[config.mk]
export PLATFORM = sky130hd
export DESIGN_NAME = satd_block_accumulator_flat
export DESIGN_NICKNAME = d
export VERILOG_FILES = /design/src/rtl/satd_pkg.sv /design/src/rtl/satd_block_accumulator_if.sv /design/src/rtl/satd_norm_round.sv /design/src/rtl/satd_block_accumulator.sv /design/src/flat_wrapper.sv
export SDC_FILE = /design/constraint.sdc
export NUM_CORES = 1
export LEC_CHECK = 0
export ABC_AREA = 0
export BUFFER_PORTS_ARGS = -buffer_cell sky130_fd_sc_hd__buf_2
export CAP_MARGIN = 10
export CORE_MARGIN = 3
export CORE_UTILIZATION = 32
export DETAILED_ROUTE_END_ITERATION = 8
export GPL_TIMING_DRIVEN = 0
export HOLD_SLACK_MARGIN = 0.08
export SYNTH_ARGS = -nofsm -noshare
export SYNTH_HDL_FRONTEND = slang
export SYNTH_SLANG_ARGS = --single-unit
[constraint.sdc]
create_clock -name clk -period 4.2 [get_ports clk]
set_input_delay 0.42 -clock clk [delete_from_list [all_inputs] [get_ports clk]]
set_output_delay 0.42 -clock clk [all_outputs]
set_load 0.05 [all_outputs]
[src/rtl/satd_pkg.sv]
// Shared constants and state type for the SATD accumulation path.
package satd_pkg;

   localparam int NORM_SHIFT_DEF = 2;

   typedef enum logic {ACCUM, HOLD} state_t;

   // Partials per block: the abs-sum stage folds eight samples into each partial.
   function automatic int npart_of(input int width, input int height);
      return (width * height) / 8;
   endfunction

   function automatic int acc_w(input int length, input int npart);
      return length + 8 + $clog2(npart);
   endfunction

endpackage

[src/rtl/satd_block_accumulator_if.sv]
// Partial-sum input and block-result output handshakes of the SATD accumulator.
interface satd_block_accumulator_if #(
   parameter int LENGTH = 8,
   parameter int AW     = 19
);
   logic              in_valid;
   logic              in_ready;
   logic              in_last;
   logic [LENGTH+7:0] sum_partial;
   logic              out_valid;
   logic              out_ready;
   logic [AW-1:0]     satd_raw;
   logic [AW-1:0]     satd;
   logic              err_len;

   modport master (
      output in_valid, in_last, sum_partial, out_ready,
      input  in_ready, out_valid, satd_raw, satd, err_len
   );

   modport slave (
      input  in_valid, in_last, sum_partial, out_ready,
      output in_ready, out_valid, satd_raw, satd, err_len
   );
endinterface

[src/rtl/satd_norm_round.sv]
// Combinational round-half-up right shift; the add is one bit wider so it cannot wrap.
module satd_norm_round #(
   parameter int AW    = 19,
   parameter int SHIFT = 2
) (
   input  logic [AW-1:0] x,
   output logic [AW-1:0] y
);
   generate
      if (SHIFT == 0) begin : g_pass
         assign y = x;
      end else begin : g_rnd
         localparam logic [AW:0] HALF = (AW+1)'(1) << (SHIFT - 1);
         logic [AW:0] biased;
         logic [AW:0] shifted;
         assign biased  = {1'b0, x} + HALF;
         assign shifted = biased >> SHIFT;
         assign y       = shifted[AW-1:0];
      end
   endgenerate
endmodule

[src/rtl/satd_block_accumulator.sv]
// Sums the per-column partials of one block and hands raw and normalised SATD
// to the mode-decision stage under a valid/ready handshake.
module satd_block_accumulator
   import satd_pkg::*;
#(
   parameter int LENGTH     = 8,
   parameter int WIDTH      = 8,
   parameter int HEIGHT     = 8,
   parameter int NORM_SHIFT = NORM_SHIFT_DEF
) (
   input logic clk,
   input logic rst,
   satd_block_accumulator_if.slave bus
);
   localparam int NPART = npart_of(WIDTH, HEIGHT);
   localparam int CW    = $clog2(NPART);
   localparam int AW    = acc_w(LENGTH, NPART);

   state_t        state;
   logic [AW-1:0] acc;
   logic [CW-1:0] cnt;
   logic          out_valid_q;
   logic [AW-1:0] satd_raw_q;
   logic [AW-1:0] satd_q;
   logic          err_len_q;

   logic          retire_ok;
   logic          accept;
   logic          last_cnt;
   logic          closing;
   logic [AW-1:0] sum_next;
   logic [AW-1:0] satd_next;

   // In HOLD a new beat may only enter on the cycle the held result retires.
   assign retire_ok = (state == ACCUM) || bus.out_ready;
   assign bus.in_ready = !rst && retire_ok;
   assign accept    = bus.in_valid && bus.in_ready;
   assign last_cnt  = (cnt == CW'(NPART - 1));
   assign closing   = last_cnt || bus.in_last;
   assign sum_next  = acc + AW'(bus.sum_partial);

   satd_norm_round #(.AW(AW), .SHIFT(NORM_SHIFT)) u_norm (
      .x (sum_next),
      .y (satd_next)
   );

   always_ff @(posedge clk or posedge rst) begin
      if (rst) begin
         state       <= ACCUM;
         acc         <= '0;
         cnt         <= '0;
         out_valid_q <= 1'b0;
         satd_raw_q  <= '0;
         satd_q      <= '0;
         err_len_q   <= 1'b0;
      end else if (retire_ok) begin
         if (accept && closing) begin
            satd_raw_q  <= sum_next;
            satd_q      <= satd_next;
            err_len_q   <= bus.in_last != last_cnt;
            out_valid_q <= 1'b1;
            acc         <= '0;
            cnt         <= '0;
            state       <= HOLD;
         end else begin
            out_valid_q <= 1'b0;
            state       <= ACCUM;
            if (accept) begin
               acc <= sum_next;
               cnt <= cnt + 1'b1;
            end
         end
      end
   end

   assign bus.out_valid = out_valid_q;
   assign bus.satd_raw  = satd_raw_q;
   assign bus.satd      = satd_q;
   assign bus.err_len   = err_len_q;

endmodule
[src/flat_wrapper.sv]
// flat-port wrapper written by rule: the top's interface ports become plain ports
module satd_block_accumulator_flat import satd_pkg::*;
#(
   parameter int LENGTH     = 8,
   parameter int WIDTH      = 8,
   parameter int HEIGHT     = 8,
   parameter int NORM_SHIFT = NORM_SHIFT_DEF
)
  (clk, rst, bus_in_valid, bus_in_last, bus_sum_partial, bus_out_ready, bus_in_ready, bus_out_valid, bus_satd_raw, bus_satd, bus_err_len);
  satd_block_accumulator_if #(.LENGTH(LENGTH)) bus_i ();
  input logic clk;
  input logic rst;
  input wire logic [$bits(bus_i.in_valid)-1:0] bus_in_valid;
  input wire logic [$bits(bus_i.in_last)-1:0] bus_in_last;
  input wire logic [$bits(bus_i.sum_partial)-1:0] bus_sum_partial;
  input wire logic [$bits(bus_i.out_ready)-1:0] bus_out_ready;
  output wire logic [$bits(bus_i.in_ready)-1:0] bus_in_ready;
  output wire logic [$bits(bus_i.out_valid)-1:0] bus_out_valid;
  output wire logic [$bits(bus_i.satd_raw)-1:0] bus_satd_raw;
  output wire logic [$bits(bus_i.satd)-1:0] bus_satd;
  output wire logic [$bits(bus_i.err_len)-1:0] bus_err_len;
  assign bus_i.in_valid = bus_in_valid;
  assign bus_i.in_last = bus_in_last;
  assign bus_i.sum_partial = bus_sum_partial;
  assign bus_i.out_ready = bus_out_ready;
  assign bus_in_ready = bus_i.in_ready;
  assign bus_out_valid = bus_i.out_valid;
  assign bus_satd_raw = bus_i.satd_raw;
  assign bus_satd = bus_i.satd;
  assign bus_err_len = bus_i.err_len;
  satd_block_accumulator #(.LENGTH(LENGTH), .WIDTH(WIDTH), .HEIGHT(HEIGHT), .NORM_SHIFT(NORM_SHIFT)) u_core (.clk(clk), .rst(rst), .bus(bus_i));
endmodule
==> flow_metrics.py, run 1 <==
metrics = {
    "outcome": {
        "outcome": "complete, no violations",
    },
    "cells_and_area": {
        "final_util_pct": 41.1,
        "layout.nets": 519,
        "fin_cells": 621,
        "drive_gt1_share_pct": 22.2,
        "diodes": 0,
        "n_fill_cell": 1129,
        "areaGrowthSynthToFinish_pct": 22.6,
    },
    "cts": {
        "clockRootBuffer": "clkbuf_16",
        "cts_sinks": 61,
        "cts_resized": 0,
        "holdBufCountCts": 0,
        "cts_inserted_buffers": 9,
        "cts_tree": "built",
        "h-tree-depth": 3,
        "clk_latency_ps": 330,
        "clk_pin_slew_ps": 50,
        "cts_setup_buffers": 0,
        "cts_buffer_depth": 2,
    },
    "routing": {
        "avgViaCountPerCell": 5.18,
        "drc_errors": 0,
        "dr.pass1.iters": 4,
        "finalWirelength_um": 9980,
        "drtIter0Drc": 167,
        "ant_nets": 0,
        "vias": 3215,
        "wl_per_cell_um": 16.1,
    },
    "global_routing": {
        "grt_max_degree": 38,
        "grt_antenna_before_repair": 0,
        "grt_usage_pct": 16.1,
        "grt_pass1_wl_um": 16500,
        "first_global_vias": 3210,
        "grt-ovfl-total": 0,
    },
    "sta": {
        "min_period_ps": 3470,
        "fin_skew_ps": 6.28,
        "fmaxAchievable_mhz": 288,
        "setup_viol": 0,
        "tightest_slew_ps": 582,
        "timing.final.hold_violations": 0,
        "finalMaxSlewViolations": 0,
        "whs_ps": 164,
        "fin_setup_tns_ps": 0,
        "max_slew_margin_pct": 61.1,
        "period_share_pct": 82.7,
        "rsz0062_at_grt": "false",
    },
    "worst_setup_path": {
        "r2r_slack_ps": 730,
        "worst-setup-path-type": "flop to flop",
        "r2r-end": "u_core.bus.satd[14]",
        "cp.required_ps": 4450,
        "critPathCaptureType": "flop",
        "worstReg2RegStart": "u_core.acc[0]",
        "critPathArrivalTime_ps": 3720,
        "startpoint_type": "flop",
        "crit_fanout": 6,
        "r2r_cells": 11,
    },
    "logic_synthesis": {
        "yosys.area.top_type": "dfrtp_1",
        "syn_area_mm2": 0.00372,
        "ys_seq_elements": 61,
        "ys_seq_area_share_pct": 41.0,
        "netlist_top_cells_area": "dfrtp_1 41%, nand2_1 9.3%, ha_1 6.7%",
        "synth.avg_cell_area_um2": 9.20,
        "synth_cells": 405,
        "synth_edf_count": 0,
        "synthTopCellsByCount": "92 x nand2_1, 61 x dfrtp_1, 43 x o21ai_0, 20 x ha_1, 17 x nor2_1",
        "synth_cell_types": 63,
        "yosysWarningCount": 0,
        "syn-num-nets": 447,
        "yosysTopAreaCellShare_pct": 41.0,
        "synthArstFlopShare_pct": 100,
        "synthFlopType": "dfrtp_1",
        "yosysMostFrequentCell": "nand2_1",
    },
    "die": {
        "die_y_um": 114,
        "fp.dieArea_mm2": 0.0130,
        "start_util_pct": 33.5,
        "core_mm2": 0.0111,
        "die_x_um": 114,
        "boundaryPins": 62,
        "rows": 38,
    },
    "hold_path": {
        "min_path_type": "input pin to asynchronous set/reset pin",
    },
    "place": {
        "dp_cells": 606,
        "io_buffers": 60,
        "globalplace.congestion": 0.854,
        "dp_hpwl_um": 7530,
    },
    "power": {
        "pwr_density_cell_mw_per_mm2": 839,
        "p_leak_nw": 2.21,
        "total_power_w": 0.00383,
        "irDropWorstVdd_uv": 554,
    },
    "run": {
        "cap_violations": 0,
    },
}
[stage by stage]
stage,worst slack [ps],area (um^2)
final,727,4570
after global routing,535,4570
after CTS,765,4570
after detailed placement,624,4220
after global placement,645,4200
after floorplan,1090,3720
[per-layer routing]
layer  wire (um)  global-route usage [%]  vias up
met5           0                       0        -
met4         111                    4.12        0
met3         485                    3.50        9
met2        4640                    25.0       69
met1        4750                    22.8     1567
li1            -                       -     1570
[worst max-delay path by stage]
stage	start	end	slack (ps)	depth (start not counted)
after detailed placement	bus_sum_partial[0]	u_core.bus.satd[13]	620	12
after CTS	u_core.acc[0]	u_core.bus.satd[14]	770	11
after global placement	bus_sum_partial[0]	u_core.bus.satd[14]	650	12
after global routing	u_core.acc[0]	u_core.bus.satd[14]	530	11
final	u_core.acc[0]	u_core.bus.satd[14]	730	11
after floorplan	bus_sum_partial[0]	u_core.bus.satd[14]	1090	11
[registers in the layout, indices dropped and copies added (netlist names)]
name                  cells
u_core.bus.err_len        1
u_core.bus.satd_raw      19
u_core.acc               19
u_core.bus.satd          18
u_core.cnt                3
u_core.bus.out_valid      1
[layout make-up]
type	instances	area, um^2	area share [%]
Inverter	12	45.0	0.986
Clock buffer	11	253	5.53
Timing Repair Buffer	61	320	7.01
Tap cell	140	175	3.83
Multi-Input combinational cell	314	2080	45.5
Clock inverter	4	95.1	2.08
Sequential cell	61	1530	33.4
Buffer	18	73.8	1.62
[placed cells by master, fill, tap and decap left out, drive strengths merged, types with 4 or more instances in the layout]
cell type	count
dfrtp	61
nand2b	4
a211oi	4
o21ai	44
nor3	6
nor2	19
and3	5
nand4	7
xor2	14
a21o	7
a21oi	12
xnor2	8
inv	12
clkbuf	27
nand2	92
a311oi	4
o211ai	4
ha	20
a22o	9
and2	6
or2	4
buf	63
nand3	7
[worst max-delay path, stage by stage, from the launching register on]
cell	delay, ps
dfrtp_1	360
ha_1	240
inv_1	80
fa_1	400
nand2b_1	210
a211oi_4	430
mux2_2	390
a32oi_1	290
and4bb_4	340
nand3_1	110
or3_1	370
a31oi_1	170
[cell families after synthesis]
group,count (synthesis),synth area share [%]
AOI/OAI and AO/OA,106,21.4
xor gates and xnor gates,22,5.58
adders and majority gates,21,7.26
buffers and inverters,30,3.19
DFF,61,41.0
muxes,2,0.605
other,1,0.101
and+or+nand+nor,162,20.9
[power by group]
part	leakage, nW	internal (W)	switching [W]
logic	1.26	0.000616	0.00142
registers	0.781	0.000803	0.000120
clock network	0.172	0.000608	0.000268
total	2.21	0.00203	0.00181
(Power assumes the default switching activity.)
==> run 2: changes to the inputs <==
==> constraint.sdc (replaced) <==
create_clock -name clk -period 3.31 [get_ports clk]
set_input_delay 0.331 -clock clk [delete_from_list [all_inputs] [get_ports clk]]
set_output_delay 0.331 -clock clk [all_outputs]
set_load 0.05 [all_outputs]
==> run 2 against run 1 <==
Net effect: count of clock-buffer cells in the layout is the same; clock power grew 27%; final area grew 2.0%; combinational power grew 31%; first-iteration DRC count grew 26%; largest cell class unchanged; maximum frequency grew 14%; global-route usage is essentially flat; wire length grew 0.76%.
==> flow_metrics.py, run 2 (same netlist as run 1, synthesis figures left out) <==
metrics = {
    "routing": {
        "vias": 3255,
        "drc_errors": 0,
        "drtIter0Drc": 210,
        "dr.pass1.iters": 4,
        "ant_nets": 0,
        "finalWirelength_um": 10100,
        "avgViaCountPerCell": 5.21,
        "wl_per_cell_um": 16.1,
    },
    "outcome": {
        "outcome": "complete, no violations",
    },
    "sta": {
        "fmaxAchievable_mhz": 328,
        "fin_skew_ps": 6.02,
        "period_share_pct": 92.2,
        "fin_setup_tns_ps": 0,
        "whs_ps": 72.5,
        "finalMaxSlewViolations": 0,
        "timing.final.hold_violations": 0,
        "setup_viol": 0,
        "max_slew_margin_pct": 60.4,
        "tightest_slew_ps": 594,
        "rsz0062_at_grt": "false",
        "min_period_ps": 3050,
    },
    "worst_setup_path": {
        "r2r_slack_ps": 260,
        "crit_start": "u_core.acc[0]",
        "worstReg2RegStart": "u_core.acc[0]",
        "cp.required_ps": 3560,
        "path_cells": "ha_4 > inv_1 > fa_2 > nand2b_4 > a211oi_4 > buf_6 > o2111ai_4 > a311oi_2 > nor3_2 > xnor2_1 > or3_1 > a31oi_1",
        "cpMaxStageDelayCell": "or3_1",
        "critPathArrivalTime_ps": 3300,
        "crit_end": "u_core.bus.satd[14]",
        "worst-setup-path-type": "flop to flop",
        "crit_fanout": 5,
        "r2r_cells": 12,
        "r2r-end": "u_core.bus.satd[14]",
        "critPathCaptureType": "flop",
        "slowest_delay_ps": 400,
        "startpoint_type": "flop",
    },
    "cts": {
        "cts_inserted_buffers": 9,
        "holdBufCountCts": 0,
        "cts_buffer_depth": 2,
        "cts_tree": "built",
        "h-tree-depth": 3,
        "cts_sinks": 61,
        "clk_latency_ps": 330,
        "clk_pin_slew_ps": 50,
        "clockRootBuffer": "clkbuf_16",
    },
    "power": {
        "seqPwrFrac_pct": 23.7,
        "combPwrFrac_pct": 53.9,
        "p_sw_w": 0.00232,
        "p_sw_share_pct": 46.9,
        "p_leak_nw": 2.25,
        "irDropWorstVdd_uv": 708,
        "p_int_w": 0.00262,
        "pwr_density_cell_mw_per_mm2": 1060,
        "clockPowerShare_pct": 22.4,
    },
    "cells_and_area": {
        "diodes": 0,
        "drive_gt1_share_pct": 24.1,
        "final_cell_mix": "92 x nand2_1, 61 x buf_2, 61 x dfrtp_1, 43 x o21ai_0, 19 x ha_1",
        "final_common_cell": "nand2_1",
        "layout.nets": 523,
        "fin_cells": 625,
        "areaGrowthSynthToFinish_pct": 25.1,
    },
    "place": {
        "globalplace.congestion": 0.854,
        "io_buffers": 60,
        "dp_cells": 606,
        "dp_hpwl_um": 7530,
    },
    "run": {
        "cap_violations": 0,
    },
    "global_routing": {
        "grt_antenna_before_repair": 0,
        "grt-ovfl-total": 0,
        "grt_pass1_wl_um": 16500,
        "first_global_vias": 3221,
        "grt_max_degree": 38,
        "grt_usage_pct": 16.1,
    },
    "die": {
        "die_y_um": 114,
        "boundaryPins": 62,
        "start_util_pct": 33.5,
        "rows": 38,
        "die_x_um": 114,
        "core_mm2": 0.0111,
        "fp.dieArea_mm2": 0.0130,
    },
    "hold_path": {
        "min_path_type": "input pin to asynchronous set/reset pin",
    },
}
[run 2: worst min-delay path by stage]
| stage | endpoint | slack, ps | cells past startpoint |
|---|---|---|---|
| 3_5_place_dp | u_core.bus.err_len | 440 | 2 |
| 5_1_grt | u_core.bus.err_len | 120 | 2 |
| 3_3_place_gp | u_core.bus.satd_raw[5] | 460 | 2 |
| 4_1_cts | u_core.bus.err_len | 80 | 2 |
| 2_1_floorplan | u_core.acc[0] | 450 | 2 |
| 6_report | u_core.bus.err_len | 70 | 2 |
[run 2: repair_timing]
item                                    in CTS  in global routing
pin swaps                                    4                  4
setup buffers                                3                  1
hold endpoints to repair                     0                  0
endpoints found under the setup margin       5                  7
cloned                                       0                  0
resized for setup                            2                  8
[run 2: critical path: cells and delay by family, from the launching register on]
family | cells | cell delay [ps]
adders and majority gates | 2 | 510
buffers and inverters | 2 | 220
xor gates and xnor gates | 1 | 190
AOI/OAI and AO/OA | 4 | 970
DFF | 1 | 380
and+or+nand+nor | 3 | 700
[run 2: layout make-up]
| class | count | area, um^2 |
|---|---|---|
| Sequential cell | 61 | 1530 |
| Timing Repair Buffer | 65 | 354 |
| Inverter | 12 | 45.0 |
| Clock inverter | 4 | 95.1 |
| Tap cell | 140 | 175 |
| Clock buffer | 11 | 253 |
| Multi-Input combinational cell | 314 | 2140 |
| Buffer | 18 | 73.8 |
| Fill cell | 1123 | 6460 |
[run 2: power by group through the flow]
stage	clock network (W)	logic [W]	registers (W)
finish	0.00111	0.00267	0.00117
global route	0.00115	0.00290	0.00121
CTS	0.00113	0.00262	0.00118
detailed placement	0	0.00258	0.00118
global placement	0	0.00254	0.00117
floorplan	0	0.00133	0.00184
[run 2: per-stage QoR]
| step | total power [W] | instance area [um^2] | util, % | setup WS [ps] |
|---|---|---|---|---|
| 3_3_place_gp | 0.00371 | 4200 | 37.8 | -156 |
| 4_1_cts | 0.00493 | 4600 | 41.4 | 3.26 |
| 5_1_grt | 0.00526 | 4660 | 41.9 | 31.8 |
| 6_report | 0.00495 | 4660 | 41.9 | 258 |
| 3_5_place_dp | 0.00376 | 4220 | 37.9 | -177 |
| 2_1_floorplan | 0.00317 | 3720 | - | 292 |
[run 2: metal layers]
layer	track usage [%]	up-vias	routed length (um)
met3	3.50	11	540
met4	4.12	0	119
met5	0	-	0
met1	22.7	1578	4670
met2	25.2	86	4720
li1	-	1580	-
==> run 3: changes to the inputs <==
--- a/config.mk
+++ b/config.mk
@@ -9,10 +9,11 @@
 export BUFFER_PORTS_ARGS = -buffer_cell sky130_fd_sc_hd__buf_2
 export CAP_MARGIN = 10
 export CORE_MARGIN = 3
-export CORE_UTILIZATION = 32
+export CORE_UTILIZATION = 57
 export DETAILED_ROUTE_END_ITERATION = 8
 export GPL_TIMING_DRIVEN = 0
 export HOLD_SLACK_MARGIN = 0.08
+export PLACE_DENSITY = 0.81
 export SYNTH_ARGS = -nofsm -noshare
 export SYNTH_HDL_FRONTEND = slang
 export SYNTH_SLANG_ARGS = --single-unit
==> run 3 against run 2 <==
Net effect: die area fell by 42%; register-to-register slack lost 240 ps; global-route usage increased by 10 points; final area fell by 3.0%; core utilization increased by 32 points; total power shrank 5.3%; combinational power up 3%; sequential share of layout area up 1.0 points; clock power shrank 31%; critical path type unchanged; critical endpoint is now u_core.bus.satd[16]; highest routed layer unchanged.
==> flow_metrics.py, run 3 (same netlist as run 1, synthesis figures left out) <==
metrics = {
    "outcome": {
        "outcome": "complete, no violations",
    },
    "place": {
        "dp_cells": 541,
        "placed_area_mm2": 0.00414,
        "dp_hpwl_um": 6890,
        "globalplace.congestion": 0.827,
        "io_buffers": 60,
    },
    "power": {
        "irDropWorstVdd_uv": 730,
        "p_leak_nw": 2.21,
        "total_power_w": 0.00469,
        "pwr_density_cell_mw_per_mm2": 1040,
    },
    "cells_and_area": {
        "final_util_pct": 73.8,
        "design_area_mm2": 0.00452,
        "layout.nets": 524,
        "multi_input_area_mm2": 0.00219,
        "drive_gt1_share_pct": 24.2,
        "areaGrowthSynthToFinish_pct": 21.4,
        "diodes": 0,
        "fin_cells": 562,
        "final_cell_mix": "92 x nand2_1, 61 x buf_2, 61 x dfrtp_1, 43 x o21ai_0, 19 x ha_1",
        "final_common_cell": "nand2_1",
        "register_area_mm2": 0.00153,
        "n_fill_cell": 451,
    },
    "worst_setup_path": {
        "critPathCaptureType": "flop",
        "r2r_slack_ps": 20,
        "crit_fanout": 6,
        "worst-setup-path-type": "flop to flop",
        "startpoint_type": "flop",
        "critPathArrivalTime_ps": 3530,
        "cp.required_ps": 3540,
    },
    "cts": {
        "clk_latency_ps": 340,
        "clk_pin_slew_ps": 70,
        "clockRootBuffer": "clkbuf_8",
        "cts_buffer_depth": 2,
        "cts_sinks": 61,
        "h-tree-depth": 3,
        "cts_inserted_buffers": 9,
        "cts_tree": "built",
    },
    "routing": {
        "wl_met1_um": 4020,
        "ant_nets": 0,
        "highest_layer": "met4",
        "dr.pass1.iters": 4,
        "avgViaCountPerCell": 5.97,
        "route.met2.wl_um": 4790,
        "vias": 3355,
        "drtIter0Drc": 201,
        "wl_per_cell_um": 17.1,
        "dr_wl_met3_um": 581,
        "finalWirelength_um": 9600,
        "drc_errors": 0,
    },
    "global_routing": {
        "grt_antenna_before_repair": 0,
        "grt_max_degree": 41,
        "grt-ovfl-total": 0,
        "grt_pass1_wl_um": 15400,
        "first_global_vias": 3407,
        "grt_usage_pct": 26.1,
    },
    "sta": {
        "tightest_slew_ps": 660,
        "whs_ps": 295,
        "fmaxAchievable_mhz": 304,
        "timing.final.hold_violations": 0,
        "fin_skew_ps": 10.3,
        "min_period_ps": 3290,
        "max_slew_margin_pct": 55.8,
        "setup_viol": 0,
        "period_share_pct": 99.5,
        "finalMaxSlewViolations": 0,
    },
    "hold_path": {
        "min_path_type": "input pin to flop",
    },
    "die": {
        "fp.dieArea_mm2": 0.00754,
        "boundaryPins": 62,
        "core_mm2": 0.00613,
        "start_util_pct": 60.8,
        "die_x_um": 86.8,
        "rows": 28,
        "die_y_um": 86.8,
    },
    "run": {
        "cap_violations": 0,
    },
}
[run 3: routing by layer]
layer	up-vias	GRT usage, %
met5	-	0
met4	0	10.9
met3	22	3.33
met2	114	45.7
met1	1631	32.4
li1	1588	-
[run 3: critical path, cell delays in order, from the launching register on]
cell,delay [ps]
dfrtp_1,400
ha_4,160
inv_1,50
fa_1,440
nand2b_4,190
a211oi_4,310
buf_6,170
o2111ai_4,180
and4_4,240
nor3_4,270
nand3_2,180
o31a_1,340
o31ai_1,260
[run 3: cell type report]
type | count | share of cell area (%)
clock inverter | 3 | 1.49
multi-input combinational | 314 | 48.5
clock buffer | 13 | 3.51
sequential | 61 | 33.8
tap | 75 | 2.08
timing repair buffer | 66 | 8.05
inverter | 12 | 0.996
buffer | 18 | 1.63
[run 3: power by group]
part / leakage [nW] / switching [W] / total, W / internal (W)
registers: 0.781 / 0.000147 / 0.00116 / 0.00102
clock network: 0.110 / 0.000302 / 0.000768 / 0.000466
logic: 1.32 / 0.00189 / 0.00275 / 0.000860
total: 2.21 / 0.00234 / 0.00469 / 0.00234
[run 3: through the flow]
step	setup slack, ps	TNS [ps]
3_5_place_dp	-224	-1000
4_1_cts	8.21	0
5_1_grt	-99.5	-113
2_1_floorplan	292	0
6_report	15.7	0
3_3_place_gp	-140	-575
[run 3: timing repair]
item	CTS	global route
hold endpoints to repair	21	0
pin swaps	2	5
gates resized for setup	3	13
cloned	0	0
setup buffers	2	2
hold buffers	1	0
setup endpoints to repair	5	7
[run 3: path summary, 6_finish.rpt]
kind / from / end / cells after the start
worst max-delay path: u_core.acc[0] / u_core.bus.satd[16] / 12
worst min-delay path: bus_out_ready / u_core.bus.out_valid / 3
worst max register to register: u_core.acc[0] / u_core.bus.satd[16] / 12
worst min register to register: u_core.bus.satd_raw[5] / u_core.bus.satd_raw[5] / 2
max in group asynchronous: rst / u_core.bus.satd[7] / 4
min in group asynchronous: rst / u_core.acc[17] / 3
